**src/rtl/mux_rr_sched_if.sv**
```systemverilog
// Requester/output bundle for the round-robin mux scheduler.
// The master side owns req and the data lanes; the slave side is the scheduler.
interface mux_rr_sched_if #(
  parameter int DW = 1
);
  logic [3:0]    req;
  logic [DW-1:0] i0;
  logic [DW-1:0] i1;
  logic [DW-1:0] i2;
  logic [DW-1:0] i3;
  logic [3:0]    gnt;
  logic [1:0]    sel;
  logic [DW-1:0] q;
  logic          q_valid;

  modport master (
    output req, i0, i1, i2, i3,
    input  gnt, sel, q, q_valid
  );

  modport slave (
    input  req, i0, i1, i2, i3,
    output gnt, sel, q, q_valid
  );
endinterface

```
**src/rtl/mux_rr_sched.sv**
```systemverilog
// Round-robin scheduler owning the 4:1 select and output register; grants
// one requester at a time for up to BURST beats, then rotates.
//
// state   | meaning
// --------+-----------------------------------------------------------
// ST_IDLE | no owner; gnt=0, waits for any req
// ST_BUSY | owner holds grant; a beat moves i[owner] to q each cycle
module mux_rr_sched #(
  parameter int DW    = 1,
  parameter int BURST = 4,
  parameter int CW    = 4
) (
  input logic          clk,
  input logic          resetn,
  mux_rr_sched_if.slave bus
);

  typedef enum logic {ST_IDLE, ST_BUSY} state_t;

  state_t        state;
  logic [1:0]    owner;
  logic [1:0]    ptr;
  logic [CW-1:0] cnt;
  logic [DW-1:0] q_r;
  logic          q_valid_r;

  logic [DW-1:0] d_sel;
  logic          busy;
  logic          beat;
  logic          release_now;
  logic [1:0]    owner_nxt;

  // First set bit of r scanning p, p+1, p+2, p+3 (mod 4).
  function automatic logic [1:0] win(input logic [3:0] r, input logic [1:0] p);
    logic [1:0] idx;
    win = p;
    for (int k = 3; k >= 0; k--) begin
      idx = p + 2'(k);
      if (r[idx]) win = idx;
    end
  endfunction

  always_comb begin
    d_sel = bus.i0;
    case (owner)
      2'd0: d_sel = bus.i0;
      2'd1: d_sel = bus.i1;
      2'd2: d_sel = bus.i2;
      2'd3: d_sel = bus.i3;
      default: d_sel = bus.i0;
    endcase
  end

  assign busy        = (state == ST_BUSY);
  assign beat        = busy && bus.req[owner];
  // A drop and a final beat both hand the grant on at this edge.
  assign release_now = busy && (!bus.req[owner] || (cnt == CW'(BURST - 1)));
  assign owner_nxt   = owner + 2'd1;

  always_ff @(posedge clk or posedge resetn) begin
    if (resetn) begin
      state     <= ST_IDLE;
      owner     <= 2'd0;
      ptr       <= 2'd0;
      cnt       <= '0;
      q_r       <= '0;
      q_valid_r <= 1'b0;
    end else begin
      case (state)
        ST_IDLE: begin
          q_valid_r <= 1'b0;
          if (|bus.req) begin
            state <= ST_BUSY;
            owner <= win(bus.req, ptr);
            cnt   <= '0;
          end
        end
        ST_BUSY: begin
          if (beat) begin
            q_r       <= d_sel;
            q_valid_r <= 1'b1;
            if (!release_now) cnt <= cnt + CW'(1);
          end else begin
            q_valid_r <= 1'b0;
          end
          if (release_now) begin
            ptr <= owner_nxt;
            // The releasing owner is scanned last, so it only re-wins alone.
            if (|bus.req) begin
              owner <= win(bus.req, owner_nxt);
              cnt   <= '0;
            end else begin
              state <= ST_IDLE;
            end
          end
        end
        default: state <= ST_IDLE;
      endcase
    end
  end

  assign bus.gnt     = busy ? (4'b0001 << owner) : 4'b0000;
  assign bus.sel     = owner;
  assign bus.q       = q_r;
  assign bus.q_valid = q_valid_r;

endmodule

```
**src/flat_wrapper.sv**
```systemverilog
// flat-port wrapper written by rule: the top's interface ports become plain ports
module mux_rr_sched_flat 
#(
  parameter int DW    = 1,
  parameter int BURST = 4,
  parameter int CW    = 4
)
  (clk, resetn, bus_req, bus_i0, bus_i1, bus_i2, bus_i3, bus_gnt, bus_sel, bus_q, bus_q_valid);
  mux_rr_sched_if #(.DW(DW)) bus_i ();
  input logic clk;
  input logic resetn;
  input wire logic [$bits(bus_i.req)-1:0] bus_req;
  input wire logic [$bits(bus_i.i0)-1:0] bus_i0;
  input wire logic [$bits(bus_i.i1)-1:0] bus_i1;
  input wire logic [$bits(bus_i.i2)-1:0] bus_i2;
  input wire logic [$bits(bus_i.i3)-1:0] bus_i3;
  output wire logic [$bits(bus_i.gnt)-1:0] bus_gnt;
  output wire logic [$bits(bus_i.sel)-1:0] bus_sel;
  output wire logic [$bits(bus_i.q)-1:0] bus_q;
  output wire logic [$bits(bus_i.q_valid)-1:0] bus_q_valid;
  assign bus_i.req = bus_req;
  assign bus_i.i0 = bus_i0;
  assign bus_i.i1 = bus_i1;
  assign bus_i.i2 = bus_i2;
  assign bus_i.i3 = bus_i3;
  assign bus_gnt = bus_i.gnt;
  assign bus_sel = bus_i.sel;
  assign bus_q = bus_i.q;
  assign bus_q_valid = bus_i.q_valid;
  mux_rr_sched #(.DW(DW), .BURST(BURST), .CW(CW)) u_core (.clk(clk), .resetn(resetn), .bus(bus_i));
endmodule
```
**config.mk**
```make
export PLATFORM = sky130hd
export DESIGN_NAME = mux_rr_sched_flat
export DESIGN_NICKNAME = d
export VERILOG_FILES = /design/src/rtl/mux_rr_sched_if.sv /design/src/rtl/mux_rr_sched.sv /design/src/flat_wrapper.sv
export SDC_FILE = /design/constraint.sdc
export NUM_CORES = 1
export LEC_CHECK = 0
export ABC_AREA = 1
export BUFFER_PORTS_ARGS = -buffer_cell sky130_fd_sc_hd__buf_2
export CAP_MARGIN = 15
export CORE_MARGIN = 4
export CORE_UTILIZATION = 55
export CTS_CLUSTER_SIZE = 30
export DETAILED_ROUTE_END_ITERATION = 6
export GPL_TIMING_DRIVEN = 1
export MAX_ROUTING_LAYER = met4
export PLACE_DENSITY = 0.81
export SYNTH_ARGS = -nofsm -noshare
export SYNTH_HDL_FRONTEND = slang
export SYNTH_SLANG_ARGS = --single-unit
```
**constraint.sdc**
```tcl
create_clock -name clk -period 2.3 [get_ports clk]
set_clock_uncertainty 0.2 [all_clocks]
set_input_delay 0.345 -clock clk [delete_from_list [all_inputs] [get_ports clk]]
set_output_delay 0.345 -clock clk [all_outputs]
set_load 0.05 [all_outputs]
```
; ---- Word-level counts from Yosys, hierarchy flattened
; Cells that the tools add are included.
[word_totals]
ff_bits = 11
inputBits = 10
[classes]
addsub = 8
magnitude_cmp = 9
eq_ne = 7
n_shift = 1
mux = 43
bitwise = 1
n_reduce_logical = 9
[op_table]
columns = op, n
row1 = "less-than comparator 2 x 3 -> 1 bit, second input constant", 9
row2 = two-way mux 4 bit, 6
row3 = two-way mux 2 bit, 11
row4 = binary-select mux 1 bit (select 2 bit), 9
row5 = two-way mux 1 bit, 12
row6 = "adder 2 bit, second input constant", 4
row7 = case mux 4 bit (2 select lines), 1
row8 = "adder 2 x 1 -> 2 bit, second input constant", 3
row9 = "adder 4 x 1 -> 4 bit, second input constant", 1
row10 = "equality test 2 bit, second input constant", 2
row11 = "equality test 4 x 2 -> 1 bit, second input constant", 1
row12 = "inequality test 2 bit, second input constant", 2
row13 = case mux 1 bit (2 select lines), 2
row14 = case mux 1 bit (4 select lines), 1
row15 = case mux 2 bit (2 select lines), 1
row16 = AND reduction 2 bit, 2
row17 = OR reduction 4 bit, 1
row18 = "left shift 1 x 2 -> 4 bit, first input constant", 1
row19 = AND reduction 3 bit, 1
row20 = "equality test 2 x 1 -> 1 bit, second input constant", 1
row21 = logical AND 1 bit, 2
row22 = zero test 2 bit, 1
row23 = "inequality test 2 x 1 -> 1 bit, second input constant", 1
row24 = zero test 1 bit, 1
row25 = other kinds (2), 2

; ---- Depth between registers and ports, before layout
; Gate-level depths: netlist of the first run.
[logic_depth]
ltp_word = 11
depth_mapped = 13

; ---- Worst setup path after synthesis of the first run
; Ideal clock, no wire load.
[synth_timing]
path_kind = reg-to-reg
start = register u_core.owner[0], in the netlist u_core.bus.sel[0]
end = register u_core.owner[0], in the netlist u_core.bus.sel[0]
setup_ns = 0.121
arrival_time_ns = 2.071
t_required_ns = 1.979
setup_slack_ns = -0.092
stages_incl_launch_ff = 13
path_buffers = 0
cell_sequence = dfrtp_1 inv_2 ha_1 inv_1 nand2_1 nand2_1 inv_1 nand2_1 nand2_1 nand3_1 nand3_2 nor2_1 a21oi_2
[synth_between]
elab_chain_len = 11
word_cells_on_any_way = 26
cone_classes = 4 x add/sub / 1 x eq/ne / 17 x mux / 4 x reduce/logical
[synth_lines]
columns = item, line
row1 = "start, declared", mux_rr_sched.sv:21  ; logic [1:0] owner;
row2 = "start signal, assigned", mux_rr_sched.sv:74  ; owner <= win(bus.req, ptr);
row3 = "start signal, assigned", mux_rr_sched.sv:90  ; owner <= win(bus.req, owner_nxt);
row4 = adder 2 x 1 -> 2 bit *, mux_rr_sched.sv:58  ; assign owner_nxt = owner + 2'd1;
row5 = named net u_core.owner_nxt[0], mux_rr_sched.sv:31  ; logic [1:0] owner_nxt;
row6 = adder 2 bit, mux_rr_sched.sv:38  ; idx = p + 2'(k);
row7 = binary-select mux 1 bit (select 2 bit), mux_rr_sched.sv:39  ; if (r[idx]) win = idx;
row8 = two-way mux 1 bit (not written as such), mux_rr_sched.sv:39
row9 = two-way mux 2 bit (3 in series), mux_rr_sched.sv:39
row10 = two-way mux 2 bit *, mux_rr_sched.sv:39
row11 = two-way mux 2 bit *, mux_rr_sched.sv:89  ; if (|bus.req) begin
row12 = two-way mux 2 bit *, mux_rr_sched.sv:86  ; if (release_now) begin
row13 = case mux 2 bit (2 select lines) *, mux_rr_sched.sv:69  ; case (state)
; Mark *: on every way through the listed nets, which the timed path passes. The rest lies on a longest branch. The select of a mux whose other input is x is not followed.
; A chain may end at the register's enable or synchronous reset.

; ---- Worst setup path in the final report of the first run
; Ends and elaborated chain as after synthesis.

==> qor.yml, run 1 <==
outcome: "finished, final reports clean"
relSlewSlack_pct: 71.7
grt_setup_unrepaired: "false"
yosys.area.top_type_share_pct: 26.7
hp-class: "input pin to flip-flop"
fin_setup_tns_ns: 0
dp_slack_ns: 0.225
first_global_vias: 1042
tritoncts: "done"
path_cells: "inv_2 -> ha_1 -> inv_1 -> nand2_1 -> nand2_1 -> inv_1 -> nand2_1 -> nand2_1 -> nand3_1 -> nand3_2 -> nor2_1 -> a21oi_2"
yosysSeqAreaShare_pct: 25.4
syn_to_final_growth_pct: 12.7
num_io_pins: 18
avgSynthCellArea_um2: 6.11
finalSetupViolations: 0
syn_inst: 177
post_cts_buffers: 0
cp_max_fo: 10
synth_ff_type: "dfrtp_1"
drtIter0Drc: 31
final_max_slew_viol_count: 0
coreArea_um2: 1800
cp_slowest_cell: "dfrtp_2"
dp_hpwl_um: 1960
start_util_pct: 60.1
drc: 0
critPathKind: "flip-flop to flip-flop"
clock_latency_ns: 0.27
antenna_found_initial: 0
synth_common_cells: "nand2_1 (77), inv_1 (30), nand3_1 (17)"
synth_warnings: 0
synth-edff-count: 0
grt_overflow_total: 0
ant_nets: 0
antenna_cells: 0
cp.arrival_ns: 2.02
root_buffer: "clkbuf_4"
wl_per_cell_um: 10.7
layout_setup_ws_ns: 0.240
drt-vias-per-instance: 5.01
cpMostUsedCell: "nand2_1"
clock.fmax_mhz: 485
h-tree-depth: 1
drive_above_1_share_pct: 17.2
place_area_um2: 1180
gp_congestion: 0.875
die_w_um: 52.4
die_h_um: 52.4
rr_worst_depth: 12
die_area_um2: 2740
end_kind: "flip-flop"
syn_area_um2: 1080
grt_max_degree: 12
hold_depth: 3
cap_violations: 0
grt_use_total_pct: 22.1
cts.sinks: 11
hold_viol_final: 0
fin_area_um2: 1220
synth_most_common_cell: "nand2_1"
drt-total-wl_um: 2380
grt_pass1_wl_um: 4370
synth_nets: 193
vias: 1118
hold-worst-slack_ns: 0.152
worst_slew_pin_slew_ns: 0.424
ys_seq_elements: 11
dr.pass1.iters: 4
min_period_ns: 2.06
cts.clk_slew.worst_paths_ns: 0.07
synthArstFlopShare_pct: 100
crit_path_start_kind: "flip-flop"
num_rows: 15
fin_nets: 215
slowest_delay_ns: 0.41
period_share_pct: 89.6
highest_layer: "met3"
io_buffers: 17
cts_buffer_depth: 2
synthTopCellsByArea: "nand2_1 (27%), dfrtp_1 (25%), inv_1 (10%), nand3_1 (7.9%), ha_1 (6.9%)"
numCtsBuffers: 3
wl_met3_um: 137
ys_types: 24
wl_met2_um: 1120
crit_required_ns: 2.26
wl_met1_um: 1130
yosysTopAreaCell: "nand2_1"
==> cell type report <==
type / instances / area, um2
multi-input cells: 133 / 666
fillers: 168 / 582
flip-flops and latches: 11 / 278
inverters: 31 / 116
repair buffers: 19 / 103
well taps: 25 / 31.3
clock buffers: 4 / 26.3
==> flip-flops by register name, summed over array words and instances, names as in the netlist <==
name and cells:
u_core.bus.q 1, u_core.bus.q_valid 1, u_core.bus.sel 2, u_core.busy 1, u_core.cnt 4, u_core.ptr 2
==> final timing paths <==
| path | from | to | slack (ns) |
|---|---|---|---|
| worst max-delay path | u_core.bus.sel[0] | u_core.bus.sel[0] | 0.24 |
| max in group asynchronous | resetn | u_core.bus.sel[1] | 1.17 |
| min in group asynchronous | resetn | u_core.cnt[3] | 0.41 |
| worst min-delay path | bus_i0 | u_core.bus.q | 0.15 |
| worst max register to register | u_core.bus.sel[0] | u_core.bus.sel[0] | 0.24 |
| worst min register to register | u_core.bus.q | u_core.bus.q | 0.30 |
==> layout by cell type (no fill, tap or decap), drive strengths merged <==
cell type and instances:
a21oi 5, o221ai 1, nand2 78, dlygate4sd3 1, clkbuf 4, dfrtp 11, o21bai 1, xnor2 1
nor3 1, o21ai 7, ha 6, a31oi 1, nor2 8, nand4 1, a22o 2, inv 31
nand3 21, buf 18
==> cell families after synthesis <==
logic type | Yosys count | share of synthesized area [%]
and+or+nand+nor | 109 | 44.0
buffers and inverters | 33 | 13.1
AOI/OAI and AO/OA | 17 | 9.71
DFF | 11 | 25.4
adders and majority gates | 6 | 6.94
xor gates and xnor gates | 1 | 0.809
==> routing by layer <==
metal	up-vias	GRT usage, %
met4	0	8.51
met1	490	27.4
li1	595	-
met3	0	5.98
met5	-	-
met2	33	34.1
==> critical path, delay by kind of cell, from the launching register on <==
kind	cells	cell delay [ns]
simple gates	7	0.61
buf+inv	3	0.36
flops	1	0.41
fa+ha+maj	1	0.31
compound gates	1	0.06
==> metrics by stage <==
step	utilization, %	cells
6_report	67.7	223
2_1_floorplan	-	177
5_1_grt	67.7	223
4_1_cts	67.7	223
3_5_place_dp	65.7	218
3_3_place_gp	65.7	218
==> repair_timing <==
item	4_1_cts	5_1_grt
hold buffers	1	0
gates resized for setup	0	1
endpoints found under the hold margin	11	0
endpoints found under the setup margin	0	1
Power of run 1 is not shown: default switching activity piles up to over one toggle a cycle in this logic, so the estimate is an artifact.
==> run 2: changes to the inputs <==
CORE_ASPECT_RATIO = 1.4   (was not set)
==> run 2 against run 1 <==
  * Worst hold slack better by 0.025 ns
  * Global-route usage down 2.0 points
  * Die area increased by 0.36%
  * Critical path depth is the same
  * Sequential cell count unchanged
  * Design area is 0.51% lower
  * Core utilization shrank 1.2 points
  * Critical path type unchanged
  * Largest cell class unchanged
  * Highest routed layer is now met4
==> qor.yml, run 2 (synthesis gave the netlist of run 1 again) <==
top_register: "u_core.cnt"
crit_path_start_kind: "flip-flop"
num_rows: 18  # +3
ant_nets: 0  # unchanged
cp.arrival_ns: 2.07  # +0.05 ns
first_global_vias: 1052  # +0.96%
cts.sinks: 11  # unchanged
cts.clk_slew.worst_paths_ns: 0.07  # about the same
die_w_um: 45.5  # -13%
antenna_cells: 0  # unchanged
grt_setup_unrepaired: "false"
hp-class: "input pin to flip-flop"
final_cell_mix: "nand2_1 (77), inv_1 (29), nand3_1 (17), buf_2 (17), dfrtp_1 (9)"
h-tree-depth: 1  # unchanged
cap_violations: 0  # unchanged
largest_reg_flops: 4  # unchanged
fin_setup_tns_ns: 0  # unchanged
clock.fmax_mhz: 472  # -2.8%
grt_max_degree: 12  # unchanged
drt-total-wl_um: 2390  # +0.38%
wl_per_cell_um: 11.0  # +2.7%
hold_viol_final: 0  # unchanged
vias: 1110  # -0.72%
grt_overflow_total: 0  # unchanged
crit_required_ns: 2.25  # about the same
min_period_ns: 2.12  # +0.0583 ns
coreArea_um2: 1820  # +1.2%
wl_met1_um: 997  # -12%
die_area_um2: 2750  # +0.36%
io_buffers: 17  # unchanged
drtIter0Drc: 29  # -6.5%
outcome: "finished, final reports clean"
period_share_pct: 92.1  # +2.5 points
finalSetupViolations: 0  # unchanged
worst_slew_pin_slew_ns: 0.417  # -0.00693 ns
dr.pass1.iters: 4  # unchanged
clock_latency_ns: 0.26  # about the same
nFillCells: 168  # unchanged
tritoncts: "done"
drive_above_1_share_pct: 17.2  # unchanged
end_kind: "flip-flop"
syn_to_final_growth_pct: 12.1
drc: 0  # unchanged
numCtsBuffers: 3  # unchanged
fin_nets: 215  # unchanged
root_buffer: "clkbuf_4"
drt-vias-per-instance: 5.09  # +1.6%
grt_use_total_pct: 20.1  # -2.0 points
critPathKind: "flip-flop to flip-flop"
wl_met3_um: 65  # -53%
relSlewSlack_pct: 72.1  # +0.46 points
start_util_pct: 59.3  # -0.74 points
antenna_found_initial: 0  # unchanged
die_h_um: 60.5  # +16%
grt_pass1_wl_um: 4080  # -6.6%
num_io_pins: 18  # unchanged
wl_met2_um: 1270  # +14%
gp_congestion: 0.894  # +2.3%
final_common_cell: "nand2_1"
cp_max_fo: 10  # unchanged
final_max_slew_viol_count: 0  # unchanged
dp_hpwl_um: 2040  # +4.2%
highest_layer: "met4"
utilization_pct: 66.5  # -1.2 points
cts_buffer_depth: 2  # unchanged
run 2: repair_timing:
action	4_1_cts	5_1_grt
setup buffers	0	1
hold buffers	1	0
gates resized for setup	0	1
endpoints found under the hold margin	11	0
endpoints found under the setup margin	0	1
run 2: path summary, 6_finish.rpt:
kind / to / cells past startpoint / slack [ns] / startpoint
max in group asynchronous: u_core.bus.sel[1] / 3 / 1.17 / resetn
min in group asynchronous: u_core.ptr[1] / 3 / 0.41 / resetn
setup / recovery: u_core.bus.sel[0] / 12 / 0.18 / u_core.bus.sel[0]
setup reg to reg: u_core.bus.sel[0] / 12 / 0.18 / u_core.bus.sel[0]
hold / removal: u_core.bus.q / 3 / 0.18 / bus_i0
hold reg to reg: u_core.bus.q / 2 / 0.32 / u_core.bus.q
run 2: through the flow:
stage	worst slack (ns)	area [um2]	hold WS, ns	std cells
floorplan	0.145	1080	-0.00270	177
detailed placement	0.154	1170	0.152	212
CTS	0.143	1210	0.176	217
global placement	0.241	1170	0.146	212
global route	0.0156	1210	0.189	218
finish	0.181	1210	0.178	218
run 2: layer usage:
metal | track usage (%) | vias to the layer above
met1 | 22.6 | 495
met3 | 2.67 | 6
met4 | 8.37 | 0
met2 | 34.7 | 17
li1 | - | 592
met5 | - | -
run 2: worst max-delay path, cell delays in order (launching register included):
cell	delay, ns
dfrtp_2	0.45
inv_2	0.16
ha_1	0.31
inv_1	0.16
nand2_1	0.07
nand2_1	0.09
inv_1	0.06
nand2_1	0.07
nand2_1	0.07
nand3_1	0.09
nand3_2	0.09
nor2_1	0.13
a21oi_2	0.07
run 2: final cells by class:
class	instances	area (um2)	area share, %
clock buffers	4	26.3	2.16
inverters	31	116	9.59
flip-flops and latches	11	278	22.9
repair buffers	19	103	8.45
well taps	20	25.0	2.06
multi-input cells	133	666	54.8
Power of run 2 is left out for the same reason.
==> run 3: changes to the inputs <==
RECOVER_POWER = 100   (was not set)
==> run 3 against run 2 <==
  * Global-route usage is the same
  * Design area is 2.4% lower
  * Register-to-register slack barely moved
  * Die area is the same
  * Non-clock buffer count is the same
  * Wire length is 1.1% higher
  * Via count rose by 0.81%
  * Critical endpoint unchanged
  * Cell count unchanged
  * Maximum frequency about the same
  * Sequential cell count unchanged
  * Largest cell class unchanged
  * Highest routed layer unchanged
  * Sequential share of layout area rose by 0.56 points
==> qor.yml, run 3 (synthesis gave the netlist of run 1 again) <==
reg2reg_from: "u_core.bus.sel[0]"
vias: 1119  # +0.81%
tritoncts: "done"
reg2reg_to: "u_core.bus.sel[0]"
io_buffers: 17  # unchanged
first_global_vias: 1052  # unchanged
drt-total-wl_um: 2420  # +1.1%
rr_worst_depth: 12  # unchanged
drtIter0Drc: 23  # -21%
end_kind: "flip-flop"
gp_congestion: 0.894  # unchanged
path_buf_inv: 3  # unchanged
root_buffer: "clkbuf_4"
critical-path-top-delay-family: "simple AND/OR/NAND/NOR gates"
h-tree-depth: 1  # unchanged
syn_to_final_growth_pct: 9.48
min_period_ns: 2.12  # +0.00130 ns
fin_setup_tns_ns: 0  # unchanged
top_register: "u_core.cnt"
period_share_pct: 92.2  # about the same
grt_max_degree: 12  # unchanged
drive_above_1_share_pct: 12.1  # -5.1 points
grt_use_total_pct: 20.1  # unchanged
dp_slack_ns: 0.154  # unchanged
cap_violations: 0  # unchanged
drt-vias-per-instance: 5.13  # +0.81%
cp-startpoint: "u_core.bus.sel[0]"
antenna_cells: 0  # unchanged
grt_overflow_total: 0  # unchanged
num_rows: 18  # unchanged
crit_path_start_kind: "flip-flop"
rrSetupSlack_ns: 0.18  # about the same
final_cell_mix: "nand2_1 (77), inv_1 (29), nand3_1 (19), dfrtp_1 (9)"
cp.arrival_ns: 2.07  # about the same
ant_nets: 0  # unchanged
antenna_found_initial: 0  # unchanged
die_w_um: 45.5  # unchanged
cpMostUsedCell: "nand2_1"
critPathKind: "flip-flop to flip-flop"
clock.fmax_mhz: 472  # about the same
hold_depth: 3  # unchanged
wl_per_cell_um: 11.1  # +1.1%
outcome: "finished, final reports clean"
dp_hpwl_um: 2040  # unchanged
grt_pass1_wl_um: 4080  # unchanged
crit_required_ns: 2.25  # about the same
nFillCells: 178  # +6.0%
relSlewSlack_pct: 59.7  # -12 points
worstSetupEndpoint: "u_core.bus.sel[0]"
largest_reg_flops: 4  # unchanged
cp_max_fo: 10  # unchanged
num_io_pins: 18  # unchanged
die_area_um2: 2750  # unchanged
crit_cells: 12  # unchanged
cts.clk_slew.worst_paths_ns: 0.07  # about the same
final_max_slew_viol_count: 0  # unchanged
dr.pass1.iters: 4  # unchanged
numCtsBuffers: 3  # unchanged
drc: 0  # unchanged
final_common_cell: "nand2_1"
cp_slowest_cell: "dfrtp_2"
clock_latency_ns: 0.26  # about the same
die_h_um: 60.5  # unchanged
hold_viol_final: 0  # unchanged
slowest_delay_ns: 0.45  # about the same
finalSetupViolations: 0  # unchanged
grt_setup_unrepaired: "false"
path_cells: "inv_2 -> ha_1 -> inv_1 -> nand2_1 -> nand2_1 -> inv_1 -> nand2_1 -> nand2_1 -> nand3_1 -> nand3_2 -> nor2_1 -> a21oi_2"
cts_buffer_depth: 2  # unchanged
worst_slew_pin_slew_ns: 0.608  # +0.191 ns
fin_nets: 215  # unchanged
start_util_pct: 59.3  # unchanged
layout_setup_ws_ns: 0.180  # -0.00130 ns
hp-class: "input pin to flip-flop"
cts.sinks: 11  # unchanged
coreArea_um2: 1820  # unchanged
-- run 3: worst min-delay path by stage --
| stage | from | end | slack [ns] |
|---|---|---|---|
| global route | bus_i0 | u_core.bus.q | 0.19 |
| floorplan | resetn | u_core.bus.q | -0.003 |
| finish | bus_i0 | u_core.bus.q | 0.18 |
| CTS | bus_i0 | u_core.bus.q | 0.18 |
| global placement | resetn | u_core.ptr[0] | 0.15 |
| detailed placement | resetn | u_core.cnt[0] | 0.15 |
-- run 3: layer usage --
metal	track usage, %	wire length (um)	vias up
met2	34.7	1280	12
li1	-	-	593
met5	-	0	-
met3	2.67	62	6
met4	8.37	54	0
met1	22.6	1020	508
-- run 3: worst min-delay path: stages --
cell	delay (ns)
buf_2	0.07
o221ai_1	0.12
nand2_1	0.07
-- run 3: repair_timing --
action | in CTS | in global routing
hold endpoints to repair | 11 | 0
buffers inserted | 0 | 1
hold buffers | 1 | 0
endpoints found under the setup margin | 0 | 1
gates resized for setup | 0 | 1
-- run 3: final cells by class --
| cell class | count | area, um2 | share of cell area [%] |
|---|---|---|---|
| clock buffers | 4 | 26.3 | 2.22 |
| inverters | 31 | 116 | 9.82 |
| multi-input cells | 133 | 648 | 54.7 |
| flip-flops and latches | 11 | 278 | 23.4 |
| well taps | 20 | 25.0 | 2.11 |
| repair buffers | 19 | 91.3 | 7.71 |
-- run 3: metrics by stage --
step | util (%) | area, um2 | hold WS [ns] | cells
floorplan | - | 1080 | -0.00270 | 177
global placement | 64.1 | 1170 | 0.146 | 212
detailed placement | 64.1 | 1170 | 0.152 | 212
CTS | 66.1 | 1210 | 0.176 | 217
global route | 65.0 | 1180 | 0.189 | 218
finish | 65.0 | 1180 | 0.177 | 218
Power of run 3 is left out for the same reason.
